--- config.mk ---
export PLATFORM = sky130hd
export DESIGN_NAME = demux_8bit
export DESIGN_NICKNAME = d
export VERILOG_FILES = /design/src/rtl/demux_8bit_pkg.sv /design/src/rtl/demux_1bit.sv /design/src/rtl/demux_8bit.sv
export SDC_FILE = /design/constraint.sdc
export NUM_CORES = 1
export LEC_CHECK = 0
export CAP_MARGIN = 20
export CORE_MARGIN = 2
export CORE_UTILIZATION = 41
export DETAILED_ROUTE_END_ITERATION = 8
export GPL_ROUTABILITY_DRIVEN = 0
export PLACE_DENSITY = 0.76
export REMOVE_ABC_BUFFERS = 1
export SLEW_MARGIN = 20
export SYNTH_ARGS = -nofsm -noshare
export SYNTH_HDL_FRONTEND = slang
export SYNTH_SLANG_ARGS = --single-unit
--- constraint.sdc ---
create_clock -name clk -period 1.59 [get_ports clk]
set_input_delay 0.2385 -clock clk [delete_from_list [all_inputs] [get_ports clk]]
set_output_delay 0.2385 -clock clk [all_outputs]
set_load 0.02 [all_outputs]
--- src/rtl/demux_8bit_pkg.sv ---
// rtl/demux_8bit_pkg.sv - shared widths and data word type for the 8-bit demux
package demux_8bit_pkg;

    localparam int DEF_WIDTH = 8;
    localparam int DEF_CNT_W = 16;

    typedef logic [DEF_WIDTH-1:0] data_t;

endpackage

--- src/rtl/demux_1bit.sv ---
// rtl/demux_1bit.sv - single-bit 1-to-2 demux cell, plain AND gating so X on select propagates naturally
module demux_1bit (
    input  logic in,
    input  logic select,
    output logic a,
    output logic b
);

    assign a = in & ~select;
    assign b = in &  select;

endmodule

--- src/rtl/demux_8bit.sv ---
// rtl/demux_8bit.sv - 1-to-2 word demux with registered shadow copies and saturating routing counters
module demux_8bit
    import demux_8bit_pkg::*;
#(
    parameter int WIDTH = DEF_WIDTH,
    parameter int CNT_W = DEF_CNT_W
) (
    input  logic             clk,
    input  logic             reset_n,
    input  logic             select,
    input  logic [WIDTH-1:0] in,
    input  logic             en,
    output logic [WIDTH-1:0] outA,
    output logic [WIDTH-1:0] outB,
    output logic [WIDTH-1:0] outA_q,
    output logic [WIDTH-1:0] outB_q,
    output logic             sel_q,
    output logic [CNT_W-1:0] cnt_a,
    output logic [CNT_W-1:0] cnt_b
);

    for (genvar i = 0; i < WIDTH; i++) begin : gBit
        demux_1bit uBit (
            .in    (in[i]),
            .select(select),
            .a     (outA[i]),
            .b     (outB[i])
        );
    end

    always_ff @(posedge clk or negedge reset_n) begin
        if (!reset_n) begin
            outA_q <= '0;
            outB_q <= '0;
            sel_q  <= 1'b0;
        end else if (en) begin
            outA_q <= outA;
            outB_q <= outB;
            sel_q  <= select;
        end
    end

    // Counters stick at all-ones so a long run never reads back as a small count.
    always_ff @(posedge clk or negedge reset_n) begin
        if (!reset_n) begin
            cnt_a <= '0;
            cnt_b <= '0;
        end else if (en) begin
            if (!select && !(&cnt_a)) cnt_a <= cnt_a + CNT_W'(1);
            if (select && !(&cnt_b))  cnt_b <= cnt_b + CNT_W'(1);
        end
    end

endmodule

==> flow_summary.toml <==
[layout]
fin_cells = 382
fillers = 447
fin_area_um2 = 3590
final_nets = 323
drive_above_1_share = 0.313
area_growth_pct = 53.4
antenna_cells = 0

[floorplanning]
die_w_um = 79.6
die_area_um2 = 6330
coreArea_um2 = 5510
die_h_um = 79.6
row_count = 27
start_util = 0.425
io_pins = 77

[run_status]
status = "complete, but fails checks"
violations = "setup timing"

[global_routing]
antenna_found_initial = 0
grt_pass1_wl_um = 8470
grt_max_degree = 22
grt_pass1_vias = 1854
grt-ovfl-total = 0
grt_util_all_layers = 0.171

[yosys]
synthArstFlopShare = 1.00
synthAdderAreaFrac = 0.0107
synth_top_area_share = 0.524
yosysTopAreaCell = "dfrtp_1"
synth_cell_types = 33
synth_xor_xnor_area_share = 0.105
ys_ff_latch = 49
ys_warn_count = 0
synthSimpleGateAreaFrac = 0.183
yosys-top-cells-count = "dfrtp_1, xnor2_1, mux2_2"
synth_edf_count = 0
synthTopCellsByArea = "dfrtp_1, xnor2_1, mux2_2"
syn_inst = 196
yosysSeqAreaShare = 0.524
synth_top_family_by_area = "simple AND/OR/NAND/NOR gates"
synth_ff_type = "dfrtp_1"
synth_compound_area_frac = 0.0241
netlist_area_um2 = 2340
yosys-mux-area-fraction = 0.0909
synth.most_common_cell = "dfrtp_1"
avgSynthCellArea_um2 = 11.9

[power_and_ir_drop]
power.share.clock = 0.239
power_switching_mw = 1.24
peakVddDrop_v = 0.000810
pwr-share-seq = 0.403
leakage_nw = 1.81
swShare = 0.321
power_density_nw_per_um2 = 1080
pwr-share-comb = 0.357
internal-power_mw = 2.63

[sta]
worst_slew_pin_slew_ps = 449
hold_viol = 0
fmax_mhz = 626
post-route-period-util = 1.00
rsz0062_at_grt = "true"
setup_violations = 1
slew_violations = 0
fin_ws_ps = -6.91
fin_crit_ps = 1600
fin_skew_ps = 5.94
slew_headroom = 0.701

[worst_setup_path]
worstSetupEndpointType = "flop"
crit_fanout = 4
cp_cell_sequence = "ha_2 > nand2_4 > nor4_4 > nand3b_1 > buf_4 > xnor2_2"
critPathArrivalTime_ps = 1830
start_kind = "flop"
critPathMaxStageDelay_ps = 390
cp_slowest_cell = "nor4_4"
path_buf_inv = 1
cp_top_family = "simple AND/OR/NAND/NOR gates"
cp.required_ps = 1820
worst-setup-path-type = "reg2reg"

[placement]
dp_cells = 365
hpwl_um = 3820
place_ws_ps = -310
place_area_um2 = 3350
port_buffers = 76

[clock_network]
insertion_delay_ps = 300
cts.htree.levels = 2
cts_buffer_depth = 2
clkSinkCount = 49
cts_root_buffer = "clkbuf_8"
clkTransAtPathRegs_ps = 100
cts_made_buffers = 5
tritoncts = "yes"

[drt]
dr_total_vias = 1787
wirelength_um = 5130
avgViaCountPerCell = 4.68
avgRoutedWirePerCell_um = 13.4
drc = 0
initialDrtViolationCount = 50
drtAntennaViolNets = 0
top_layer = "met4"
drt_pass1_iterations = 4
wl_met1_um = 2280
dr_wl_met2_um = 2480
dr_wl_met3_um = 296

[hold_path]
hold_path_class = "in2reg"

[run]
maxCapViolCount = 0
==> sequential cells by signal, summed over array words and instances (netlist names) <==
name,flops
cnt_a,16
outB_q,8
cnt_b,16
outA_q,8
sel_q,1
==> worst paths after layout <==
check / from / end / slack [ps] / depth (start not counted)
setup reg to reg: cnt_a[0] / cnt_a[11] / -7 / 6
min in group asynchronous: reset_n / cnt_b[11] / 410 / 2
hold reg to reg: cnt_a[14] / cnt_a[14] / 510 / 1
setup / recovery: cnt_a[0] / cnt_a[11] / -7 / 6
max in group asynchronous: reset_n / outA_q[6] / 570 / 3
hold / removal: en / sel_q / 380 / 2
==> timing repair <==
action,4_1_cts,5_1_grt
buffers inserted,2,6
hold endpoints to repair,19,0
pin swaps,3,10
setup endpoints to repair,46,34
gates resized for setup,59,22
hold buffers,1,0
==> placed cells by master, fill, tap and decap left out, types with 9 or more instances in the layout <==
| cell type | n |
|---|---|
| buf_4 | 46 |
| nand2_1 | 13 |
| and2_1 | 10 |
| dfrtp_1 | 49 |
| clkdlybuf4s50_1 | 28 |
| nand4_1 | 9 |
| xnor2_1 | 23 |
| clkdlybuf4s15_1 | 9 |
| mux2_2 | 17 |
| dlygate4sd2_1 | 29 |
==> cell families after synthesis <==
kind of cell	count (synthesis)
AND/OR/NAND/NOR	70
flip-flops	49
XOR/XNOR	28
buffers and inverters	21
multiplexers	19
AO/OA/AOI/OAI	7
adder cells (fa/ha/maj)	2
==> stage by stage <==
step,setup TNS [ps],power (mW),utilization,hold WS (ps)
4_1_cts,0,3.80,0.630,428
2_1_floorplan,-389,2.18,-,-57.1
3_5_place_dp,-9790,2.97,0.608,219
6_report,-6.91,3.88,0.652,376
3_3_place_gp,-10170,2.94,0.608,215
5_1_grt,-335,4.09,0.652,393
==> per-layer routing <==
| metal | global-route usage | up-vias |
|---|---|---|
| met5 | 0 | - |
| met2 | 0.287 | 54 |
| met1 | 0.217 | 845 |
| li1 | - | 881 |
| met3 | 0.0396 | 7 |
| met4 | 0.0569 | 0 |
==> area by class of cell <==
cell class	count	area (um2)	share of cell area
timing repair buffer	125	1110	0.309
clock inverter	2	37.5	0.0104
multi-input combinational	126	1040	0.289
inverter	2	7.51	0.00209
tap	72	90.1	0.0251
sequential	49	1230	0.341
clock buffer	6	82.6	0.0230
==> power groups by stage <==
stage                     combinational, mW  sequential, mW  clock [mW]
after floorplan                       0.325            1.85           0
after global placement                 1.39            1.55           0
after detailed placement               1.41            1.57           0
after CTS                              1.31            1.54       0.947
after global routing                   1.50            1.58        1.00
final                                  1.38            1.56       0.928
Power figures use the tool's default switching activity.
